File: src/rtl/mem_arbiter_pkg.sv
// mem_arbiter_pkg: shared constants and types for the two-port memory arbiter.
package mem_arbiter_pkg;

  localparam int MA_WORD_W     = 32;
  localparam int MA_BLOCK_SIZE = 4;
  localparam int MA_TIMEOUT    = 63;

  // Controller state encoding, kept as plain constants for legacy tools
  localparam logic [1:0] ST_IDLE  = 2'd0;
  localparam logic [1:0] ST_ISSUE = 2'd1;
  localparam logic [1:0] ST_WAIT  = 2'd2;
  localparam logic [1:0] ST_RESP  = 2'd3;

  // One captured request: operation flags plus address and write word
  typedef struct packed {
    logic                 rd;
    logic                 wr;
    logic [MA_WORD_W-1:0] addr;
    logic [MA_WORD_W-1:0] wdata;
  } req_t;

endpackage

File: src/rtl/mem_arbiter_if.sv
// mem_arbiter_if: requester and memory-side signals of the arbiter.
// The arbiter uses the slave view; requesters and memory use the master view.
interface mem_arbiter_if #(
  parameter int BLOCK_SIZE = mem_arbiter_pkg::MA_BLOCK_SIZE
);
  import mem_arbiter_pkg::*;

  // Requester side
  logic [1:0]                      ReqRead;
  logic [1:0]                      ReqWrite;
  logic [MA_WORD_W-1:0]            ReqAddr0;
  logic [MA_WORD_W-1:0]            ReqAddr1;
  logic [MA_WORD_W-1:0]            ReqWData0;
  logic [MA_WORD_W-1:0]            ReqWData1;
  logic [1:0]                      ReadReady;
  logic [1:0]                      WriteReady;
  logic [MA_WORD_W*BLOCK_SIZE-1:0] ReadData;
  logic                            Timeout;

  // Memory side
  logic                            MemRead;
  logic                            MemWrite;
  logic [MA_WORD_W-1:0]            MemAddr;
  logic [MA_WORD_W-1:0]            MemWData;
  logic [MA_WORD_W*BLOCK_SIZE-1:0] MemRData;
  logic                            MemReadReady;
  logic                            MemWriteReady;

  modport slave (
    input  ReqRead, ReqWrite, ReqAddr0, ReqAddr1, ReqWData0, ReqWData1,
    input  MemRData, MemReadReady, MemWriteReady,
    output ReadReady, WriteReady, ReadData, Timeout,
    output MemRead, MemWrite, MemAddr, MemWData
  );

  modport master (
    output ReqRead, ReqWrite, ReqAddr0, ReqAddr1, ReqWData0, ReqWData1,
    output MemRData, MemReadReady, MemWriteReady,
    input  ReadReady, WriteReady, ReadData, Timeout,
    input  MemRead, MemWrite, MemAddr, MemWData
  );

endinterface

File: src/rtl/mem_arbiter_rr_arbiter2.sv
// rr_arbiter2: combinational two-way round-robin pick from pending bits.
module rr_arbiter2 (
  input  logic [1:0] pending_i,
  input  logic       last_grant_i,
  output logic       valid_o,
  output logic       grant_o
);

  // A lone requester always wins; a tie goes to the port that did not win last
  always_comb begin
    valid_o = |pending_i;
    case (pending_i)
      2'b01:   grant_o = 1'b0;
      2'b10:   grant_o = 1'b1;
      2'b11:   grant_o = ~last_grant_i;
      default: grant_o = 1'b0;
    endcase
  end

endmodule

File: src/rtl/mem_arbiter.sv
// mem_arbiter: serialises block reads / word writes from two cache ports onto
// one fixed-latency memory channel, round-robin on ties.
// Optional feature macro: MEM_ARB_TIMEOUT_EN adds a WAIT-state watchdog that
// aborts a transaction after TIMEOUT cycles and flags it on Timeout.
module mem_arbiter #(
  parameter int BLOCK_SIZE = mem_arbiter_pkg::MA_BLOCK_SIZE
`ifdef MEM_ARB_TIMEOUT_EN
  ,
  parameter int TIMEOUT = mem_arbiter_pkg::MA_TIMEOUT
`endif
) (
  input logic          Clk,
  input logic          Rst,
  mem_arbiter_if.slave bus
);
  import mem_arbiter_pkg::*;

  localparam int RD_W = MA_WORD_W * BLOCK_SIZE;

  logic [1:0]      state_q, state_d;
  logic            last_grant_q, last_grant_d;
  logic            grant_q, grant_d;
  req_t            req_q, req_d, arb_req_s;
  logic [1:0]      pending_s;
  logic            arb_valid_s, arb_grant_s;
  logic            done_s, expired_s;
  logic            mem_rd_q, mem_rd_d, mem_wr_q, mem_wr_d;
  logic [1:0]      rd_rdy_q, rd_rdy_d, wr_rdy_q, wr_rdy_d;
  logic            timeout_q, timeout_d;
  logic [RD_W-1:0] rdata_q, rdata_d;

  assign pending_s = bus.ReqRead | bus.ReqWrite;

  rr_arbiter2 u_rr (
    .pending_i    (pending_s),
    .last_grant_i (last_grant_q),
    .valid_o      (arb_valid_s),
    .grant_o      (arb_grant_s)
  );

  // Request fields of the arbitration winner, ready to be captured in IDLE
  always_comb begin
    arb_req_s.rd    = arb_grant_s ? bus.ReqRead[1]  : bus.ReqRead[0];
    arb_req_s.wr    = arb_grant_s ? bus.ReqWrite[1] : bus.ReqWrite[0];
    arb_req_s.addr  = arb_grant_s ? bus.ReqAddr1    : bus.ReqAddr0;
    arb_req_s.wdata = arb_grant_s ? bus.ReqWData1   : bus.ReqWData0;
  end

  // Reads (including store misses) finish on MemReadReady only; pure writes on MemWriteReady
  assign done_s = req_q.rd ? bus.MemReadReady : bus.MemWriteReady;

`ifdef MEM_ARB_TIMEOUT_EN
  logic [7:0] wdog_q, wdog_d;

  assign expired_s = (state_q == ST_WAIT) && !done_s && (wdog_q == 8'(TIMEOUT - 1));

  // Watchdog counts WAIT cycles and clears whenever the transaction leaves WAIT
  always_comb begin
    if ((state_q == ST_WAIT) && !done_s && !expired_s) begin
      wdog_d = wdog_q + 8'd1;
    end else begin
      wdog_d = 8'd0;
    end
  end

  // Watchdog register
  always_ff @(posedge Clk or posedge Rst) begin
    if (Rst) begin
      wdog_q <= 8'd0;
    end else begin
      wdog_q <= wdog_d;
    end
  end
`else
  assign expired_s = 1'b0;
`endif

  // Next-state and registered-output decode for IDLE/ISSUE/WAIT/RESP
  always_comb begin
    state_d      = state_q;
    last_grant_d = last_grant_q;
    grant_d      = grant_q;
    req_d        = req_q;
    rdata_d      = rdata_q;
    mem_rd_d     = 1'b0;
    mem_wr_d     = 1'b0;
    rd_rdy_d     = 2'b00;
    wr_rdy_d     = 2'b00;
    timeout_d    = 1'b0;
    case (state_q)
      ST_IDLE: begin
        if (arb_valid_s) begin
          grant_d  = arb_grant_s;
          req_d    = arb_req_s;
          mem_rd_d = arb_req_s.rd;
          mem_wr_d = arb_req_s.wr;
          state_d  = ST_ISSUE;
        end else begin
          state_d  = ST_IDLE;
        end
      end
      ST_ISSUE: begin
        state_d = ST_WAIT;
      end
      ST_WAIT: begin
        if (done_s || expired_s) begin
          if (done_s && req_q.rd) begin
            rdata_d = bus.MemRData;
          end else begin
            rdata_d = rdata_q;
          end
          if (req_q.rd) begin
            rd_rdy_d[grant_q] = 1'b1;
          end else begin
            wr_rdy_d[grant_q] = 1'b1;
          end
          timeout_d = expired_s;
          state_d   = ST_RESP;
        end else begin
          state_d = ST_WAIT;
        end
      end
      ST_RESP: begin
        last_grant_d = grant_q;
        state_d      = ST_IDLE;
      end
      default: begin
        state_d = ST_IDLE;
      end
    endcase
  end

  // State, captured request and all registered outputs
  always_ff @(posedge Clk or posedge Rst) begin
    if (Rst) begin
      state_q      <= ST_IDLE;
      last_grant_q <= 1'b1;
      grant_q      <= 1'b0;
      req_q        <= '0;
      rdata_q      <= '0;
      mem_rd_q     <= 1'b0;
      mem_wr_q     <= 1'b0;
      rd_rdy_q     <= 2'b00;
      wr_rdy_q     <= 2'b00;
      timeout_q    <= 1'b0;
    end else begin
      state_q      <= state_d;
      last_grant_q <= last_grant_d;
      grant_q      <= grant_d;
      req_q        <= req_d;
      rdata_q      <= rdata_d;
      mem_rd_q     <= mem_rd_d;
      mem_wr_q     <= mem_wr_d;
      rd_rdy_q     <= rd_rdy_d;
      wr_rdy_q     <= wr_rdy_d;
      timeout_q    <= timeout_d;
    end
  end

  assign bus.ReadReady  = rd_rdy_q;
  assign bus.WriteReady = wr_rdy_q;
  assign bus.ReadData   = rdata_q;
  assign bus.Timeout    = timeout_q;
  assign bus.MemRead    = mem_rd_q;
  assign bus.MemWrite   = mem_wr_q;
  assign bus.MemAddr    = req_q.addr;
  assign bus.MemWData   = req_q.wdata;

endmodule

File: src/flat_wrapper.sv
// flat-port wrapper written by rule: the top's interface ports become plain ports
module mem_arbiter_flat import mem_arbiter_pkg::*;
#(
  parameter int BLOCK_SIZE = mem_arbiter_pkg::MA_BLOCK_SIZE

)
  (Clk, Rst, bus_ReqRead, bus_ReqWrite, bus_ReqAddr0, bus_ReqAddr1, bus_ReqWData0, bus_ReqWData1, bus_MemRData, bus_MemReadReady, bus_MemWriteReady, bus_ReadReady, bus_WriteReady, bus_ReadData, bus_Timeout, bus_MemRead, bus_MemWrite, bus_MemAddr, bus_MemWData);
  mem_arbiter_if #(.BLOCK_SIZE(BLOCK_SIZE)) bus_i ();
  input logic Clk;
  input logic Rst;
  input wire logic [$bits(bus_i.ReqRead)-1:0] bus_ReqRead;
  input wire logic [$bits(bus_i.ReqWrite)-1:0] bus_ReqWrite;
  input wire logic [$bits(bus_i.ReqAddr0)-1:0] bus_ReqAddr0;
  input wire logic [$bits(bus_i.ReqAddr1)-1:0] bus_ReqAddr1;
  input wire logic [$bits(bus_i.ReqWData0)-1:0] bus_ReqWData0;
  input wire logic [$bits(bus_i.ReqWData1)-1:0] bus_ReqWData1;
  input wire logic [$bits(bus_i.MemRData)-1:0] bus_MemRData;
  input wire logic [$bits(bus_i.MemReadReady)-1:0] bus_MemReadReady;
  input wire logic [$bits(bus_i.MemWriteReady)-1:0] bus_MemWriteReady;
  output wire logic [$bits(bus_i.ReadReady)-1:0] bus_ReadReady;
  output wire logic [$bits(bus_i.WriteReady)-1:0] bus_WriteReady;
  output wire logic [$bits(bus_i.ReadData)-1:0] bus_ReadData;
  output wire logic [$bits(bus_i.Timeout)-1:0] bus_Timeout;
  output wire logic [$bits(bus_i.MemRead)-1:0] bus_MemRead;
  output wire logic [$bits(bus_i.MemWrite)-1:0] bus_MemWrite;
  output wire logic [$bits(bus_i.MemAddr)-1:0] bus_MemAddr;
  output wire logic [$bits(bus_i.MemWData)-1:0] bus_MemWData;
  assign bus_i.ReqRead = bus_ReqRead;
  assign bus_i.ReqWrite = bus_ReqWrite;
  assign bus_i.ReqAddr0 = bus_ReqAddr0;
  assign bus_i.ReqAddr1 = bus_ReqAddr1;
  assign bus_i.ReqWData0 = bus_ReqWData0;
  assign bus_i.ReqWData1 = bus_ReqWData1;
  assign bus_i.MemRData = bus_MemRData;
  assign bus_i.MemReadReady = bus_MemReadReady;
  assign bus_i.MemWriteReady = bus_MemWriteReady;
  assign bus_ReadReady = bus_i.ReadReady;
  assign bus_WriteReady = bus_i.WriteReady;
  assign bus_ReadData = bus_i.ReadData;
  assign bus_Timeout = bus_i.Timeout;
  assign bus_MemRead = bus_i.MemRead;
  assign bus_MemWrite = bus_i.MemWrite;
  assign bus_MemAddr = bus_i.MemAddr;
  assign bus_MemWData = bus_i.MemWData;
  mem_arbiter #(.BLOCK_SIZE(BLOCK_SIZE)) u_core (.Clk(Clk), .Rst(Rst), .bus(bus_i));
endmodule
File: config.mk
export PLATFORM = sky130hd
export DESIGN_NAME = mem_arbiter_flat
export DESIGN_NICKNAME = d
export VERILOG_FILES = /design/src/rtl/mem_arbiter_pkg.sv /design/src/rtl/mem_arbiter_if.sv /design/src/rtl/mem_arbiter_rr_arbiter2.sv /design/src/rtl/mem_arbiter.sv /design/src/flat_wrapper.sv
export SDC_FILE = /design/constraint.sdc
export NUM_CORES = 1
export LEC_CHECK = 0
export ABC_CLOCK_PERIOD_IN_PS = 10500
export CAP_MARGIN = 5
export CORE_AREA = 2 2 180 182
export DETAILED_ROUTE_END_ITERATION = 6
export DIE_AREA = 0 0 182 184
export PLACE_DENSITY = 0.6
export SLEW_MARGIN = 20
export SYNTH_ARGS = -nofsm -noshare
export SYNTH_HDL_FRONTEND = slang
export SYNTH_HIERARCHICAL = 1
export SYNTH_SLANG_ARGS = --single-unit
File: constraint.sdc
create_clock -name Clk -period 10.5 [get_ports Clk]
set_input_delay 1.05 -clock Clk [delete_from_list [all_inputs] [get_ports Clk]]
set_output_delay 1.05 -clock Clk [all_outputs]
set_load 0.01 [all_outputs]
==> results.yml, run 1 <==
run_status:
  status: "complete, no violations"
synthesis:
  yosysTopAreaCellShare_pct: 57.4
  netlist_instances: 663
  synth_top_area_cell: "dfrtp_1"
  ys_top_cells_by_area: "dfrtp_1, mux2_2, mux2i_1"
  synth_seq_area_share_pct: 57.7
  synth_nets: 931
  ys.warnings.count: 6
  synth-seq-cells: 203
  avgSynthCellArea_um2: 13.3
  netlist_area_um2: 8810
  synth_cell_type_count: 24
routing:
  wl_um: 27500
  antenna_left: 0
  drcViolationCount: 0
  wire_per_inst_um: 18.7
  viasPerCell: 4.44
  first_iter_violations: 168
  drt_first_pass_iters: 4
  vias: 6522
finish:
  layout.nets: 1317
  drive_gt1_share_pct: 17.3
  antennaDiodeCount: 0
  n_fill_cell: 2910
  area_growth_pct: 59.9
  final_util_pct: 44.9
  register_area_um2: 5080
  final_common_cell: "clkdlybuf4s50_1"
  multi_input_area_um2: 2970
  final_cells: 1468
  layout_common_cells: "clkdlybuf4s50_1, dfrtp_1, mux2_2, a21oi_1, mux2i_1"
setup_path:
  ff2ff_setup_slack_ns: 7.78
  cpPeakStageDelay_ns: 0.82
  rr_endpoint: "u_core/bus.ReadData[88]"
  crit_path_end_kind: "flip-flop"
  cp_slowest_cell: "buf_4"
  worstSetupPathType: "primary input to flip-flop"
  reg2reg_from: "u_core/state_q[0]"
  required_ns: 10.88
  critical_path_buf_inv_count: 2
  crit_chain: "clkdlybuf4s50_1 > or2_2 > a21boi_4 > buf_4 > mux2i_1 > a21oi_1"
  worstPathMaxFanout: 53
  cp_top_family: "buffers and inverters"
  ff2ff_path_depth: 5
  cp-start-kind: "primary input"
  critPathArrivalTime_ns: 3.64
pwr:
  p_sw_uw: 1350
  seq_power_share_pct: 33.0
  p_leak_uw: 0.00586
  pwr-share-comb_pct: 45.6
  clock_power_share_pct: 21.4
  p_total_uw: 4190
  p_int_uw: 2850
  powerDensity_nw_per_um2: 298
  ir_worst_vdd_v: 0.000147
  swShare_pct: 32.1
cts:
  cts_tree: "built"
  h-tree-depth: 1
  clk_pin_slew_ns: 0.06
  postCtsSetupBuffers: 0
  post_cts_resized: 0
  clk_latency_ns: 0.54
  cts_made_buffers: 25
  root_buffer: "clkbuf_16"
  cts_hold_buffers: 0
  cts.sinks: 203
  cts_buffer_depth: 3
floorplanning:
  initial_utilization_pct: 28.1
  die_y_um: 184
  die-area_um2: 33500
  die_x_um: 182
  io_pins: 463
  coreArea_um2: 31400
  rows: 65
timing:
  finalSetupTns_ns: 0
  min_period_over_period_pct: 31.0
  postLayoutSetupSlackWorst_ns: 7.24
  clock.fmax_mhz: 307
  skew_ns: 0.0106
  layout_min_cycle_time_ns: 3.26
  slew_headroom_pct: 32.2
  slew_violations: 0
  hold_viol_final: 0
  setup_violations: 0
  grt_setup_unrepaired: "no"
  worstMarginPinSlew_ns: 1.02
min_path:
  min-delay-path-class: "flip-flop to flip-flop"
  hold-path-endpoint: "u_core/bus.ReadData[77]"
  hold_depth: 1
  worstHoldStart: "u_core/bus.ReadData[77]"
global_route:
  antenna_found_initial: 1
  grt_pass1_vias: 7257
  met3_usage_pct: 6.10
  grt_pass1_wl_um: 41600
  grt.met1_usage_pct: 17.0
  grt_usage_pct: 15.8
  top_usage_layer: "met2"
  grt_max_degree: 129
  overflow: 0
  grtUsageMet2_pct: 28.9
placed_design:
  gp_congestion: 0.725
  place_inst: 1424
  port_buffers: 461
  dp_slack_ns: 6.67
  hpwl_um: 19600
flow_run:
  max-cap-violations: 0
metrics by stage:
stage	area, µm²	hold slack [ns]
floorplan	8810	0.452
global placement	13200	0.486
detailed placement	13200	0.491
CTS	14100	0.504
global route	14100	0.517
finish	14100	0.501
registers in the layout, summed over array words and instances (netlist names):
name and cells:
u_core/grant_q 1, u_core/bus.ReadReady 2, u_core/bus.MemAddr 32, u_core/bus.WriteReady 2, u_core/state_q 2, u_core/bus.MemRead 1
u_core/req_q 1, u_core/bus.ReadData 128, u_core/bus.MemWData 32, u_core/bus.MemWrite 1, u_core/last_grant_q 1
layout make-up:
class                      count  area share (%)
clock buffer                  37            5.19
multi-input combinational    349            21.0
sequential                   203            36.1
inverter                       3           0.133
timing repair buffer         467            33.1
clock inverter                 7           0.888
tap                          402            3.57
synthesized netlist by cell type (all sizes together):
cell type and number:
clkbuf 14, and2 1, nor3b 2, a21oi 130, dfstp 1, nand2b 1, or2 3, mux2i 67
conb 1, o21ai 1, inv 3, mux2 130, nand3 1, dfrtp 202, nand2 3, nor2 3
ha 4, a21boi 1, buf 94, and4bb 1
how the worst max path moves through the flow:
stage	startpoint	end	slack, ns	cells after the start
finish	bus_ReqWrite[0]	u_core/bus.MemWData[18]	7.24	6
global route	bus_ReqRead[0]	u_core/req_q[65]	7.09	6
CTS	bus_ReqRead[0]	u_core/req_q[65]	7.26	6
detailed placement	bus_ReqWrite[0]	u_core/req_q[65]	6.67	6
global placement	bus_ReqWrite[0]	u_core/req_q[65]	6.66	6
floorplan	Rst	u_core/bus.MemAddr[0]	3.91	1
power by group through the flow:
stage	clock network (µW)	logic, µW	registers [µW]
final	897	1910	1380
after global routing	962	2050	1440
after CTS	931	1950	1390
after detailed placement	0	1940	1390
after global placement	0	1930	1380
after floorplan	0	940	1490
metal layers:
layer	part of all wire [%]	routed length, µm	vias up
met2	52	14200	278
met5	0.047	13	-
met4	2.4	658	2
li1	-	-	3035
met3	9.7	2660	49
met1	36	9950	3158
cells by family after synthesis:
logic type      synth area share [%]
fa+ha+maj                      0.568
compound gates                  7.53
mux                             24.2
other cells                   0.0426
flops                           57.7
buf+inv                         8.94
simple gates                    1.04
(Power assumes the default switching activity.)
==> inputs of run 2 (changes only) <==
--- a/config.mk
+++ b/config.mk
@@ -5,12 +5,12 @@
 export SDC_FILE = /design/constraint.sdc
 export NUM_CORES = 1
 export LEC_CHECK = 0
-export ABC_CLOCK_PERIOD_IN_PS = 10500
+export ABC_CLOCK_PERIOD_IN_PS = 2650
 export CAP_MARGIN = 5
 export CORE_AREA = 2 2 180 182
 export DETAILED_ROUTE_END_ITERATION = 6
 export DIE_AREA = 0 0 182 184
-export PLACE_DENSITY = 0.6
+export PLACE_DENSITY = 0.63
 export SLEW_MARGIN = 20
 export SYNTH_ARGS = -nofsm -noshare
 export SYNTH_HDL_FRONTEND = slang
==> constraint.sdc (replaced) <==
create_clock -name Clk -period 2.65 [get_ports Clk]
set_input_delay 0.265 -clock Clk [delete_from_list [all_inputs] [get_ports Clk]]
set_output_delay 0.265 -clock Clk [all_outputs]
set_load 0.01 [all_outputs]
==> run 2 against run 1 <==
Net effect:
- global-route usage is essentially flat
- register-to-register slack lost 7.0 ns
- clock skew shrank 0.0023 ns
- flip-flop and latch count is the same
- sequential share of layout area shrank 0.32 points
- largest cell class unchanged
- highest routed layer unchanged
- first-iteration DRC count grew 54%
- critical path depth shrank 1
- critical path type is now flip-flop to flip-flop
- worst hold slack lost 0.26 ns
- cell count grew 0.41%
==> results.yml, run 2 (synthesized netlist as in run 1, its figures left out) <==
run_status:
  status: "complete, no violations"
pwr:
  pwr-share-comb_pct: 45.9
  p_int_uw: 11400
  powerDensity_nw_per_um2: 1180
  seq_power_share_pct: 32.8
  clock_power_share_pct: 21.3
  p_sw_uw: 5330
  ir_worst_vdd_v: 0.000626
  p_total_uw: 16700
  p_leak_uw: 0.00592
  swShare_pct: 31.9
floorplanning:
  io_pins: 463
  die-area_um2: 33500
  coreArea_um2: 31400
  die_x_um: 182
  initial_utilization_pct: 28.1
  die_y_um: 184
  rows: 65
finish:
  largest_reg_flops: 128
  final_common_cell: "clkdlybuf4s50_1"
  antennaDiodeCount: 0
  area_growth_pct: 61.3
  final_util_pct: 45.3
  drive_gt1_share_pct: 18.0
  fin_area_um2: 14200
  layout_common_cells: "clkdlybuf4s50_1, dfrtp_1, mux2_2, a21oi_1, mux2i_1"
  layout.nets: 1322
routing:
  drt_first_pass_iters: 5
  vias: 6576
  viasPerCell: 4.46
  first_iter_violations: 258
  wire_per_inst_um: 18.5
  antenna_left: 0
  wl_um: 27300
  drcViolationCount: 0
setup_path:
  critPathArrivalTime_ns: 2.28
  required_ns: 3.05
  crit_path_end_kind: "flip-flop"
  cp-start-kind: "flip-flop"
  worstPathMaxFanout: 64
  worstSetupPathType: "flip-flop to flip-flop"
cts:
  cts_made_buffers: 25
  clk_pin_slew_ns: 0.06
  clk_latency_ns: 0.52
  cts_buffer_depth: 3
  post_cts_resized: 0
  postCtsSetupBuffers: 0
  h-tree-depth: 1
  cts_hold_buffers: 0
  root_buffer: "clkbuf_16"
  cts_tree: "built"
  cts.sinks: 203
global_route:
  grt_pass1_vias: 7169
  grt_pass1_wl_um: 41700
  grt_usage_pct: 15.8
  grt_max_degree: 124
  overflow: 0
  antenna_found_initial: 2
timing:
  setup_violations: 0
  worstMarginPinSlew_ns: 0.709
  skew_ns: 0.00824
  slew_violations: 0
  layout_min_cycle_time_ns: 1.88
  grt_setup_unrepaired: "no"
  slew_headroom_pct: 52.7
  hold_viol_final: 0
  min_period_over_period_pct: 71.0
  clock.fmax_mhz: 532
flow_run:
  max-cap-violations: 0
placed_design:
  port_buffers: 461
  placed_cell_area_um2: 13300
  gp_congestion: 0.740
  hpwl_um: 19900
min_path:
  min-delay-path-class: "primary input to async pin"
-- run 2: changes by cell type in the layout (fill, tap and decap cells not counted), sizes merged --
| cell | change |
|---|---|
| inv | -1 |
| clkinvlp | +2 |
| clkbuf | -2 |
| buf | +5 |
| clkinv | +2 |
-- run 2: area by class of cell --
class | instances | area, µm²
Multi-Input combinational cell | 349 | 2970
Fill cell | 2926 | 17200
Tap cell | 402 | 503
Inverter | 3 | 15.0
Clock buffer | 35 | 733
Clock inverter | 10 | 131
Timing Repair Buffer | 472 | 4780
Sequential cell | 203 | 5080
-- run 2: critical path, stage by stage, from the launching register on --
cell     delay [ns]
dfrtp_1        0.35
inv_1          0.08
ha_1           0.26
nand3_4        0.30
buf_12         0.36
mux2_2         0.38
-- run 2: per-stage QoR --
stage	std cells	TNS, ns	hold WS [ns]	worst slack, ns
3_3_place_gp	1429	0	0.487	0.585
4_1_cts	1474	0	0.270	0.746
2_1_floorplan	663	-49.38	0.402	-0.244
6_report	1474	0	0.242	0.770
3_5_place_dp	1429	0	0.492	0.551
5_1_grt	1474	0	0.303	0.658
-- run 2: worst paths after layout --
path / startpoint / endpoint / slack (ns) / cells past startpoint
worst max-delay path: u_core/state_q[0] / u_core/bus.ReadData[89] / 0.77 / 5
worst min-delay path: Rst / u_core/bus.MemAddr[10] / 0.24 / 3
worst max register to register: u_core/state_q[0] / u_core/bus.ReadData[89] / 0.77 / 5
worst min register to register: u_core/bus.ReadData[7] / u_core/bus.ReadData[7] / 0.50 / 1
max in group asynchronous: Rst / u_core/bus.ReadData[55] / 1.77 / 3
min in group Clk: bus_MemRData[122] / u_core/bus.ReadData[122] / 0.35 / 2
-- run 2: layer usage --
metal | part of all wire [%] | global-route usage, % | vias up
met4 | 2.5 | 4.10 | 4
met3 | 8.8 | 5.47 | 37
met5 | 0.077 | 0 | -
met2 | 51 | 28.3 | 296
met1 | 38 | 18.1 | 3200
li1 | - | - | 3039
-- run 2: power groups by stage --
stage	clock network, µW	logic, µW	registers [µW]
2_1_floorplan	0	3730	5890
3_3_place_gp	0	7700	5450
3_5_place_dp	0	7770	5520
4_1_cts	3660	7800	5500
5_1_grt	3800	8190	5690
6_report	3560	7670	5480
